<file path="src/rtl/mci_pkg.sv">
// Shared MCI types: boot sequencer state encoding and the MCU reset-request FSM states.
package mci_pkg;

    typedef enum logic [3:0] {
        BOOT_IDLE             = 4'd0,
        BOOT_OTP_FC           = 4'd1,
        BOOT_LCC              = 4'd2,
        BOOT_BREAKPOINT       = 4'd3,
        BOOT_MCU              = 4'd4,
        BOOT_WAIT_CPTRA_GO    = 4'd5,
        BOOT_CPTRA            = 4'd6,
        BOOT_WAIT_MCU_RST_REQ = 4'd7,
        BOOT_HOLD_MCU_RST     = 4'd8,
        BOOT_RST_MCU          = 4'd9,
        BOOT_UNKNOWN          = 4'd10
    } mci_boot_fsm_state_e;

    typedef enum logic [1:0] {
        REQ_IDLE     = 2'd0,
        REQ_HALT     = 2'd1,
        REQ_ASSERT   = 2'd2,
        REQ_WAIT_REL = 2'd3
    } mci_rst_req_fsm_e;

    localparam int unsigned MCI_HALT_TIMEOUT_DEFAULT = 200;

    function automatic logic rise(input logic cur, input logic prev);
        return cur & ~prev;
    endfunction

endpackage

</file>
<file path="src/rtl/caliptra_prim_flop_2sync.sv">
// Two-flop synchronizer for bringing asynchronous levels into the clk domain.
module caliptra_prim_flop_2sync #(
    parameter int WIDTH = 1
) (
    input  logic             clk,
    input  logic             rst_b,
    input  logic [WIDTH-1:0] d,
    output logic [WIDTH-1:0] q
);

    logic [WIDTH-1:0] meta;

    always_ff @(posedge clk or negedge rst_b) begin
        if (!rst_b) begin
            meta <= '0;
            q    <= '0;
        end else begin
            meta <= d;
            q    <= meta;
        end
    end

endmodule

</file>
<file path="src/rtl/mci_mcu_rst_req_ctrl.sv">
// MCU reset requester: collects SW/Caliptra requests, halts the MCU, then asks the
// boot sequencer for an MCU reset; also keeps sticky reset-reason bits.
module mci_mcu_rst_req_ctrl
    import mci_pkg::*;
#(
    parameter int unsigned HALT_TIMEOUT = MCI_HALT_TIMEOUT_DEFAULT
) (
    input  logic                clk,
    input  logic                mci_rst_b,
    input  logic                sw_rst_req,
    input  logic                cptra_rst_req,
    input  mci_boot_fsm_state_e boot_fsm,
    input  logic                fw_boot_upd_reset,
    input  logic                fw_hitless_upd_reset,
    input  logic                mcu_cpu_halt_ack,
    input  logic [1:0]          reason_clr,
    output logic                mcu_rst_req,
    output logic                mcu_cpu_halt_req,
    output logic                rst_req_busy,
    output logic                halt_timeout_err,
    output logic [1:0]          reset_reason,
    output mci_rst_req_fsm_e    rst_req_fsm
);

    localparam int TMO_W = $clog2(HALT_TIMEOUT + 1);

    mci_rst_req_fsm_e state;
    logic             pending;
    logic [TMO_W-1:0] count;
    logic             halt_ack_sync;
    logic             cptra_q;
    logic [1:0]       flag_q;
    logic [1:0]       flag_rise;
    logic             new_req;
    logic             start;
    logic             tmo_hit;

    caliptra_prim_flop_2sync #(.WIDTH(1)) u_halt_ack_sync (
        .clk   (clk),
        .rst_b (mci_rst_b),
        .d     (mcu_cpu_halt_ack),
        .q     (halt_ack_sync)
    );

    assign new_req   = sw_rst_req | rise(cptra_rst_req, cptra_q);
    assign start     = (state == REQ_IDLE) && pending && (boot_fsm == BOOT_WAIT_MCU_RST_REQ);
    assign tmo_hit   = (count == TMO_W'(HALT_TIMEOUT));
    assign flag_rise = {rise(fw_hitless_upd_reset, flag_q[1]), rise(fw_boot_upd_reset, flag_q[0])};

    assign rst_req_busy = (state != REQ_IDLE) | pending;
    assign rst_req_fsm  = state;

    // Requests arriving while a sequence runs collapse into one replay; a new set beats the clear.
    always_ff @(posedge clk or negedge mci_rst_b) begin
        if (!mci_rst_b) begin
            pending <= 1'b0;
            cptra_q <= 1'b0;
        end else begin
            cptra_q <= cptra_rst_req;
            if (new_req) begin
                pending <= 1'b1;
            end else if (start) begin
                pending <= 1'b0;
            end
        end
    end

    always_ff @(posedge clk or negedge mci_rst_b) begin
        if (!mci_rst_b) begin
            state            <= REQ_IDLE;
            count            <= '0;
            mcu_rst_req      <= 1'b0;
            mcu_cpu_halt_req <= 1'b0;
            halt_timeout_err <= 1'b0;
        end else begin
            halt_timeout_err <= 1'b0;
            case (state)
                REQ_IDLE: begin
                    if (start) begin
                        state            <= REQ_HALT;
                        count            <= '0;
                        mcu_cpu_halt_req <= 1'b1;
                    end
                end
                REQ_HALT: begin
                    if (!tmo_hit) begin
                        count <= count + TMO_W'(1);
                    end
                    // A synchronized ack takes priority over an expiring timeout.
                    if (halt_ack_sync) begin
                        state       <= REQ_ASSERT;
                        mcu_rst_req <= 1'b1;
                    end else if (tmo_hit) begin
                        state            <= REQ_ASSERT;
                        mcu_rst_req      <= 1'b1;
                        halt_timeout_err <= 1'b1;
                    end
                end
                REQ_ASSERT: begin
                    if (boot_fsm == BOOT_RST_MCU) begin
                        state            <= REQ_WAIT_REL;
                        mcu_rst_req      <= 1'b0;
                        mcu_cpu_halt_req <= 1'b0;
                    end
                end
                REQ_WAIT_REL: begin
                    if (boot_fsm == BOOT_MCU || boot_fsm == BOOT_WAIT_MCU_RST_REQ) begin
                        state <= REQ_IDLE;
                    end
                end
                default: begin
                    state            <= REQ_IDLE;
                    count            <= '0;
                    mcu_rst_req      <= 1'b0;
                    mcu_cpu_halt_req <= 1'b0;
                end
            endcase
        end
    end

    always_ff @(posedge clk or negedge mci_rst_b) begin
        if (!mci_rst_b) begin
            flag_q       <= 2'b00;
            reset_reason <= 2'b00;
        end else begin
            flag_q       <= {fw_hitless_upd_reset, fw_boot_upd_reset};
            reset_reason <= (reset_reason & ~reason_clr) | flag_rise;
        end
    end

endmodule

</file>
<file path="config.mk">
export PLATFORM = sky130hd
export DESIGN_NAME = mci_mcu_rst_req_ctrl
export DESIGN_NICKNAME = d
export VERILOG_FILES = /design/src/rtl/mci_pkg.sv /design/src/rtl/caliptra_prim_flop_2sync.sv /design/src/rtl/mci_mcu_rst_req_ctrl.sv
export SDC_FILE = /design/constraint.sdc
export NUM_CORES = 1
export LEC_CHECK = 0
export CORE_ASPECT_RATIO = 1.4
export CORE_UTILIZATION = 50
export DETAILED_ROUTE_END_ITERATION = 16
export PLACE_DENSITY = 0.84
export SETUP_SLACK_MARGIN = 0.4
export SYNTH_ARGS = -nofsm -noshare
export SYNTH_HDL_FRONTEND = slang
export SYNTH_SLANG_ARGS = --single-unit
</file>
<file path="constraint.sdc">
create_clock -name clk -period 2.7 [get_ports clk]
set_input_delay 0.54 -clock clk [delete_from_list [all_inputs] [get_ports clk]]
set_output_delay 0.54 -clock clk [all_outputs]
set_load 0.005 [all_outputs]
</file>
==> results.json, run 1 <==
{
  "status": "finished clean",
  "cts_tree": "done",
  "port_buffers": 20,
  "cp_cell_sequence": "inv_1 -> ha_2 -> nand2b_1 -> clkdlybuf4s50_1",
  "cts_buffers": 3,
  "ir_worst_vdd_mv": 0.7076,
  "die_w_um": 43.96,
  "power_mw": 1.179,
  "p_leak_nw": 0.6276,
  "crit_buf_inv": 2,
  "drc": 0,
  "first_iter_violations": 19,
  "synthArstFlopShare_pct": 100.0,
  "ys.flop_type": "dfrtp_1",
  "fmax_mhz": 451.6,
  "fin_crit_sh_pct": 82.01,
  "p_per_area_mw_per_mm2": 799.5,
  "place.gp.congestion": 0.8624,
  "die_h_um": 60.75,
  "synth_edf_count": 0,
  "grt_use_total_pct": 23.07,
  "area_growth_pct": 19.70,
  "die_area_mm2": 0.002670,
  "dp_cells": 166,
  "grt_max_degree": 22,
  "slew_viol_final": 0,
  "timing.final.crit_period_ps": 2214,
  "path_class": "reg -> out",
  "slew_headroom_pct": 62.92,
  "vias_per_cell": 6.076,
  "avgSynthCellArea_um2": 9.704,
  "drv_cap": 0,
  "dp_hpwl_mm": 1.947,
  "cp_data_required_time_ps": 2160,
  "cts-root-buf": "clkbuf_4",
  "fin_nets": 168,
  "reg2reg_depth": 6,
  "synth_seq_area_share_pct": 42.64,
  "clk_latency_ps": 320,
  "design_area_mm2": 0.001475,
  "start_kind": "flip-flop",
  "clkTransAtPathRegs_ps": 120,
  "drtPass1Iterations": 4,
  "antenna_cells": 0,
  "crit_cells": 4,
  "ys_seq_elements": 21,
  "layout_commonest_cell": "dfrtp_1",
  "synth_area_mm2": 0.001232,
  "antenna_found_initial": 0,
  "whs_path_depth": 0,
  "grt_pass1_vias": 1029,
  "core_mm2": 0.002252,
  "worstSetupEndpointType": "output pin",
  "num_vias": 1033,
  "grt_pass1_wl_mm": 4.436,
  "yosysWarnings": 0,
  "drive_gt1_share_pct": 11.49,
  "crit_path_top_delay_cell": "clkdlybuf4s50_1",
  "cts_setup_buffers": 0,
  "dpl_cell_area_mm2": 0.001443,
  "finalSetupTns_ps": 0,
  "cp.arrival_ps": 1670,
  "tightest_slew_ps": 553.6,
  "cts.path.max_buffers": 2,
  "finalSetupViolCount": 0,
  "clock_skew_ps": 9.717,
  "cp_max_fo": 8,
  "syn_nets": 146,
  "rsz0062_at_grt": "true",
  "synth_cell_types": 45,
  "hold-worst-slack_ps": 368.9,
  "report.final.hold_viol_count": 0,
  "routed_wl_mm": 2.609,
  "rows": 20,
  "cts_htree_levels": 1,
  "final_cell_mix": "dfrtp_1, clkdlybuf4s50_1, inv_1",
  "ant_nets": 0,
  "start_util_pct": 54.72,
  "synthCells": 127,
  "path_delay_family": "buffers and inverters",
  "cts_sinks": 21,
  "slowest_delay_ps": 440,
  "min_path_type": "reg -> reg",
  "wl_per_cell_um": 15.35,
  "io_pins": 21,
  "fin_cells": 170,
  "grt_remaining_overflow": 0
}
## metal layers
metal / routed length (um) / global-route usage, % / up-vias / part of all wire, %
met3: 72 / 4.762 / 3 / 2.8
li1: - / - / 515 / -
met4: 25 / 11.26 / 0 / 0.96
met5: 0 / 0 / - / 0
met2: 1387 / 39.23 / 20 / 53
met1: 1124 / 27.78 / 495 / 43
## flip-flops by register name, summed over array words and instances, names as in the netlist
name and flops:
count 8, cptra_q 1, flag_q 2, halt_timeout_err 1
mcu_cpu_halt_req 1, mcu_rst_req 1, pending 1, reset_reason 2
rst_req_fsm 2, u_halt_ack_sync.meta 1, u_halt_ack_sync.q 1
## worst reg2reg max path: cells and delay by family (launching register included)
kind	cells	cell delay (ps)
buffers and inverters	1	100
adder cells (fa/ha/maj)	1	320
AND/OR/NAND/NOR	2	630
flip-flops	1	450
AO/OA/AOI/OAI	2	380
## cell usage after synthesis, types with 2 or more instances
cell      count  area (um^2)
nor2b_1       4        25.02
o21ai_0       7        35.03
nor3_1        3        15.01
o31ai_1       3        22.52
or3_1         2        12.51
inv_1        11        41.29
and3_1        2        12.51
ha_1          6        75.07
nand4_1       3        18.77
a22o_1        2        17.52
dfrtp_1      21        525.5
buf_2         2        10.01
nand3_1       4        20.02
o211ai_1      4        30.03
a21oi_1       5        25.02
nand2_1       9        33.78
nor2_1        5        18.77
o311ai_1      2        17.52
a31oi_1       4        25.02
o22ai_1       3        18.77
## what timing repair did
action                                  CTS  global route
resized for setup                         0             2
endpoints found under the setup margin    0             2
hold buffers                              0             0
## layout make-up
class	count	area (um^2)
Clock buffer	3	22.52
Clock inverter	1	5.005
Fill cell	186	777.0
Inverter	12	45.04
Multi-Input combinational cell	90	641.9
Sequential cell	21	525.5
Tap cell	22	27.53
Timing Repair Buffer	21	207.7
## kinds of logic after synthesis
logic type | count (synthesis) | share of synthesized area [%]
multiplexers | 1 | 1.218
buffers and inverters | 16 | 5.685
AO/OA/AOI/OAI | 40 | 23.35
AND/OR/NAND/NOR | 43 | 21.02
adder cells (fa/ha/maj) | 6 | 6.091
flip-flops | 21 | 42.64
## power by group
| group | switching (mW) | internal, mW | leakage, nW |
|---|---|---|---|
| clock network | 0.101 | 0.0556 | 0.0177 |
| logic | 0.301 | 0.260 | 0.356 |
| registers | 0.0794 | 0.381 | 0.253 |
## path summary, 6_finish.rpt
kind                                                start                           end  slack, ps
max                            rst_req_fsm[0]$_DFFE_PN0P_                  rst_req_busy        490
min                        u_halt_ack_sync.meta$_DFF_PN0_   u_halt_ack_sync.q$_DFF_PN0_        370
max reg2reg                    rst_req_fsm[1]$_DFFE_PN0P_          count[5]$_DFFE_PN0P_        710
min reg2reg                u_halt_ack_sync.meta$_DFF_PN0_   u_halt_ack_sync.q$_DFF_PN0_        370
max in group asynchronous                       mci_rst_b     reset_reason[0]$_DFF_PN0_       1930
min in group asynchronous                       mci_rst_b  mcu_cpu_halt_req$_DFFE_PN0P_        540
## per-stage QoR
| step | utilization (%) | worst slack (ps) |
|---|---|---|
| floorplan | - | 935.5 |
| global placement | 64.06 | 378.6 |
| detailed placement | 64.06 | 316.1 |
| CTS | 65.28 | 402.4 |
| global route | 65.50 | 393.0 |
| finish | 65.50 | 485.7 |
Note: power is estimated with default switching activity, not from simulation.
==> run 2: changes to the inputs <==
- CORE_UTILIZATION: 50 -> 47
- PLACE_DENSITY: 0.84 -> 0.83
- clock period: 2.7 -> 1.99 ns (I/O delays scaled with it)
==> run 2 against run 1 <==
  * Routed wire length grew 63%
  * Critical path depth grew 2
  * First-iteration DRC count grew to 5.7 times the previous value
  * Global-route usage grew 4.7 points
  * Non-clock buffer count grew 28
  * Count of clock-buffer cells in the layout is the same
  * Utilization grew 12 points
  * Sequential power grew 35%
  * Final cell count grew 24%
  * Combinational power grew to 2.7 times the previous value
==> results.json, run 2 (synthesis results as in run 1) <==
{
  "antenna_cells": 0,
  "p_leak_nw": 0.7944,
  "register_area_um2": 529.3,
  "num_vias": 1345,
  "cts.path.max_buffers": 2,
  "tightest_slew_ps": 315.0,
  "place.gp.congestion": 0.8848,
  "cp_max_fo": 4,
  "r2r_start": "rst_req_fsm[1]$_DFFE_PN0P_",
  "grt_pass1_vias": 1254,
  "slowest_delay_ps": 450,
  "min_path_type": "reg -> reg",
  "die_w_um": 45.28,
  "dp_hpwl_mm": 2.186,
  "rows": 21,
  "drv_cap": 0,
  "reg2reg_depth": 6,
  "die_area_mm2": 0.002834,
  "cp_data_required_time_ps": 2200,
  "hold_end": "u_halt_ack_sync.q$_DFF_PN0_",
  "status": "finished clean",
  "fin_cells": 210,
  "port_buffers": 20,
  "rrSetupSlack_ps": 250,
  "wl_per_cell_um": 20.20,
  "ir_worst_vdd_mv": 0.9958,
  "multi_input_comb_area_um2": 812.0,
  "clock_skew_ps": 1.576,
  "layout_commonest_cell": "buf_4",
  "clkTransAtPathRegs_ps": 130,
  "drive_gt1_share_pct": 40.91,
  "io_pins": 21,
  "die_h_um": 62.59,
  "fin_crit_sh_pct": 87.54,
  "start_kind": "flip-flop",
  "grt_max_degree": 22,
  "cts-root-buf": "clkbuf_4",
  "slew_viol_final": 0,
  "fin_nets": 196,
  "core_mm2": 0.002444,
  "p_per_area_mw_per_mm2": 1234,
  "grt_remaining_overflow": 0,
  "fmax_mhz": 574.1,
  "worstSetupEndpointType": "flip-flop",
  "r2r-end": "rst_req_fsm[1]$_DFFE_PN0P_",
  "area_growth_pct": 53.81,
  "cts_sinks": 21,
  "report.final.hold_viol_count": 0,
  "routed_wl_mm": 4.241,
  "antenna_found_initial": 0,
  "drtPass1Iterations": 4,
  "drc": 0,
  "power_mw": 2.339,
  "fin_util_pct": 77.57,
  "path_class": "reg -> reg",
  "slew_headroom_pct": 78.94,
  "rsz0062_at_grt": "true",
  "crit_path_top_delay_cell": "dfrtp_2",
  "ant_nets": 0,
  "final_cell_mix": "buf_4, dfrtp_1, nand2_1, dlygate4sd2_1, clkdlybuf4s50_1",
  "first_iter_violations": 108,
  "timing.final.crit_period_ps": 1742,
  "vias_per_cell": 6.405,
  "dp_cells": 182,
  "cts_tree": "done",
  "cp_cell_sequence": "buf_6 -> ha_4 -> nor4b_4 -> a22o_1 -> o221ai_2 -> mux2_4",
  "ctsHoldBuffers": 0,
  "min_from": "u_halt_ack_sync.meta$_DFF_PN0_",
  "fillCellCount": 146,
  "grt_use_total_pct": 27.75,
  "cts_buffers": 3,
  "whs_path_depth": 0,
  "start_util_pct": 50.44,
  "cts_htree_levels": 1,
  "cp.arrival_ps": 1950,
  "clk_latency_ps": 310,
  "largest_reg_flops": 8,
  "grt_pass1_wl_mm": 5.871,
  "finalSetupViolCount": 0,
  "largest-register": "count"
}
## run 2: area by class of cell
class                           count  share of cell area, %
Clock buffer                        3                  1.188
Timing Repair Buffer               49                  22.90
Sequential cell                    21                  27.92
Inverter                           12                  2.508
Multi-Input combinational cell     90                  42.84
Clock inverter                      1                 0.3960
Tap cell                           34                  2.244
## run 2: critical path, delay by kind of cell (launching register included)
kind                     cells  cell delay [ps]
buffers and inverters        1              140
AND/OR/NAND/NOR              1              210
adder cells (fa/ha/maj)      1              160
AO/OA/AOI/OAI                2              360
multiplexers                 1              320
flip-flops                   1              450
## run 2: worst max-delay path by stage
stage / slack (ps) / end / start
2_1_floorplan: 360 / count[5]$_DFFE_PN0P_ / rst_req_fsm[1]$_DFFE_PN0P_
3_3_place_gp: -120 / rst_req_fsm[1]$_DFFE_PN0P_ / boot_fsm[2]
3_5_place_dp: -170 / rst_req_fsm[1]$_DFFE_PN0P_ / boot_fsm[2]
4_1_cts: 270 / rst_req_fsm[1]$_DFFE_PN0P_ / rst_req_fsm[1]$_DFFE_PN0P_
5_1_grt: 200 / rst_req_fsm[1]$_DFFE_PN0P_ / rst_req_fsm[1]$_DFFE_PN0P_
6_report: 250 / rst_req_fsm[1]$_DFFE_PN0P_ / rst_req_fsm[1]$_DFFE_PN0P_
## run 2: where the power goes
group | leakage [nW] | switching, mW | internal (mW)
Clock | 0.0139 | 0.143 | 0.0767
Combinational | 0.531 | 0.746 | 0.751
Sequential | 0.249 | 0.101 | 0.521
Total | 0.794 | 0.991 | 1.35
## run 2: stage by stage
stage	setup WS [ps]	instance area (um^2)	TNS [ps]	hold WS (ps)
after floorplan	357.8	1271	0	102.4
after global placement	-118.4	1510	-239.2	336.9
after detailed placement	-168.1	1510	-432.3	341.1
after CTS	266.1	1728	0	371.2
after global routing	198.0	1896	0	392.8
final	248.0	1896	0	368.6
## run 2: routing by layer
layer  GRT usage, %  vias up  wire (um)
li1               -      567          -
met4          12.12        0        215
met1          32.83      656       1466
met3          4.624       27        298
met2          47.10       95       2260
met5              0        -          0
## run 2: timing repair
item,CTS,global route
setup buffers,16,8
gates resized for setup,27,26
pin swaps,7,10
endpoints found under the setup margin,18,15
==> run 3: changes to the inputs <==
- RECOVER_POWER: unset -> 50
==> run 3 against run 2 <==
  * Combinational power is essentially flat
  * Clock skew is essentially flat
  * Sequential share of layout area up 0.055 points
  * Critical path type unchanged
  * Largest power group unchanged
  * Highest routed layer unchanged
==> results.json, run 3 (synthesis results as in run 1) <==
{
  "status": "finished clean",
  "clkTransAtPathRegs_ps": 130,
  "clock_skew_ps": 1.737,
  "cp_max_fo": 4,
  "worstSetupEndpointType": "flip-flop",
  "path_class": "reg -> reg",
  "place.gp.congestion": 0.8848,
  "start_kind": "flip-flop",
  "cts-root-buf": "clkbuf_4",
  "multi_input_comb_area_um2": 812.0,
  "largest_reg_flops": 8,
  "cts_buffers": 3,
  "grt_max_degree": 22,
  "ctsHoldBuffers": 0,
  "area_growth_pct": 53.50,
  "cts.path.max_buffers": 2,
  "cts_sinks": 21,
  "num_vias": 1341,
  "vias_per_cell": 6.386,
  "rows": 21,
  "cp.arrival_ps": 1950,
  "core_mm2": 0.002444,
  "die_h_um": 62.59,
  "fin_nets": 196,
  "antenna_found_initial": 0,
  "tightest_slew_ps": 1122,
  "cts_tree": "done",
  "fillCellCount": 146,
  "cp_data_required_time_ps": 2200,
  "fin_crit_sh_pct": 87.47,
  "slew_viol_final": 0,
  "layout_commonest_cell": "buf_4",
  "grt_use_total_pct": 27.75,
  "p_per_area_mw_per_mm2": 1235,
  "dp_hpwl_mm": 2.186,
  "antenna_cells": 0,
  "final_cell_mix": "buf_4, dfrtp_1, nand2_1, dlygate4sd2_1, inv_1",
  "min_from": "u_halt_ack_sync.meta$_DFF_PN0_",
  "grt_pass1_wl_mm": 5.871,
  "finalSetupViolCount": 0,
  "first_iter_violations": 108,
  "routed_wl_mm": 4.253,
  "drive_gt1_share_pct": 40.34,
  "slew_headroom_pct": 25.22,
  "drtPass1Iterations": 5,
  "r2r_start": "rst_req_fsm[1]$_DFFE_PN0P_",
  "cts_htree_levels": 1,
  "register_area_um2": 529.3,
  "largest-register": "count",
  "drv_cap": 0,
  "crit_start": "rst_req_fsm[1]$_DFFE_PN0P_",
  "report.final.hold_viol_count": 0,
  "io_pins": 21,
  "wl_per_cell_um": 20.25,
  "port_buffers": 20,
  "fin_cells": 210,
  "grt_remaining_overflow": 0,
  "ant_nets": 0,
  "die_w_um": 45.28,
  "die_area_mm2": 0.002834,
  "ir_worst_vdd_mv": 0.9946,
  "start_util_pct": 50.44,
  "timing.final.crit_period_ps": 1741,
  "drc": 0,
  "clk_latency_ps": 310,
  "p_leak_nw": 0.7921,
  "min_path_type": "reg -> reg",
  "fmax_mhz": 574.5,
  "rsz0062_at_grt": "true",
  "fin_util_pct": 77.42,
  "grt_pass1_vias": 1254,
  "dp_cells": 182
}
-- run 3: final timing paths --
check	end	slack (ps)	cells after the start
max	rst_req_fsm[1]$_DFFE_PN0P_	250	6
min	u_halt_ack_sync.q$_DFF_PN0_	370	0
max reg2reg	rst_req_fsm[1]$_DFFE_PN0P_	250	6
min reg2reg	u_halt_ack_sync.q$_DFF_PN0_	370	0
max in group asynchronous	rst_req_fsm[1]$_DFFE_PN0P_	450	2
min in group asynchronous	count[6]$_DFFE_PN0P_	800	2
-- run 3: stage by stage --
step                      TNS (ps)  setup slack (ps)  total power [mW]  instance area [um^2]  hold WS (ps)
final                            0             249.3             2.337                  1892         368.4
after global routing             0             165.2             2.436                  1892         392.8
after CTS                        0             266.1             1.979                  1728         371.2
after detailed placement    -432.3            -168.1             1.455                  1510         341.1
after global placement      -239.2            -118.4             1.402                  1510         336.9
after floorplan                  0             357.8             1.233                  1271         102.4
-- run 3: critical path: stages (launching register included) --
cell      delay, ps
dfrtp_2         450
buf_6           140
ha_4            160
nor4b_4         210
a22o_1          220
o221ai_2        140
mux2_4          320
-- run 3: layout make-up --
cell class | instances | share of cell area [%]
Clock buffer | 3 | 1.190
Clock inverter | 1 | 0.3968
Inverter | 12 | 2.513
Multi-Input combinational cell | 90 | 42.92
Sequential cell | 21 | 27.98
Tap cell | 34 | 2.249
Timing Repair Buffer | 49 | 22.75
-- run 3: power by group --
| part | internal, mW | switching (mW) |
|---|---|---|
| sequential | 0.521 | 0.103 |
| clock | 0.0766 | 0.142 |
| combinational | 0.748 | 0.746 |
| total | 1.35 | 0.991 |
-- run 3: timing repair --
item,CTS,global route
setup endpoints to repair,18,15
pin swaps,7,10
hold endpoints to repair,0,0
gates resized for setup,27,26
buffers inserted,16,8
-- run 3: per-layer routing --
layer	part of all wire, %	global-route usage [%]	routed length (um)
met1	35	32.83	1490
met2	53	47.10	2275
met3	6.7	4.624	284
met4	4.8	12.12	203
met5	0	0	0
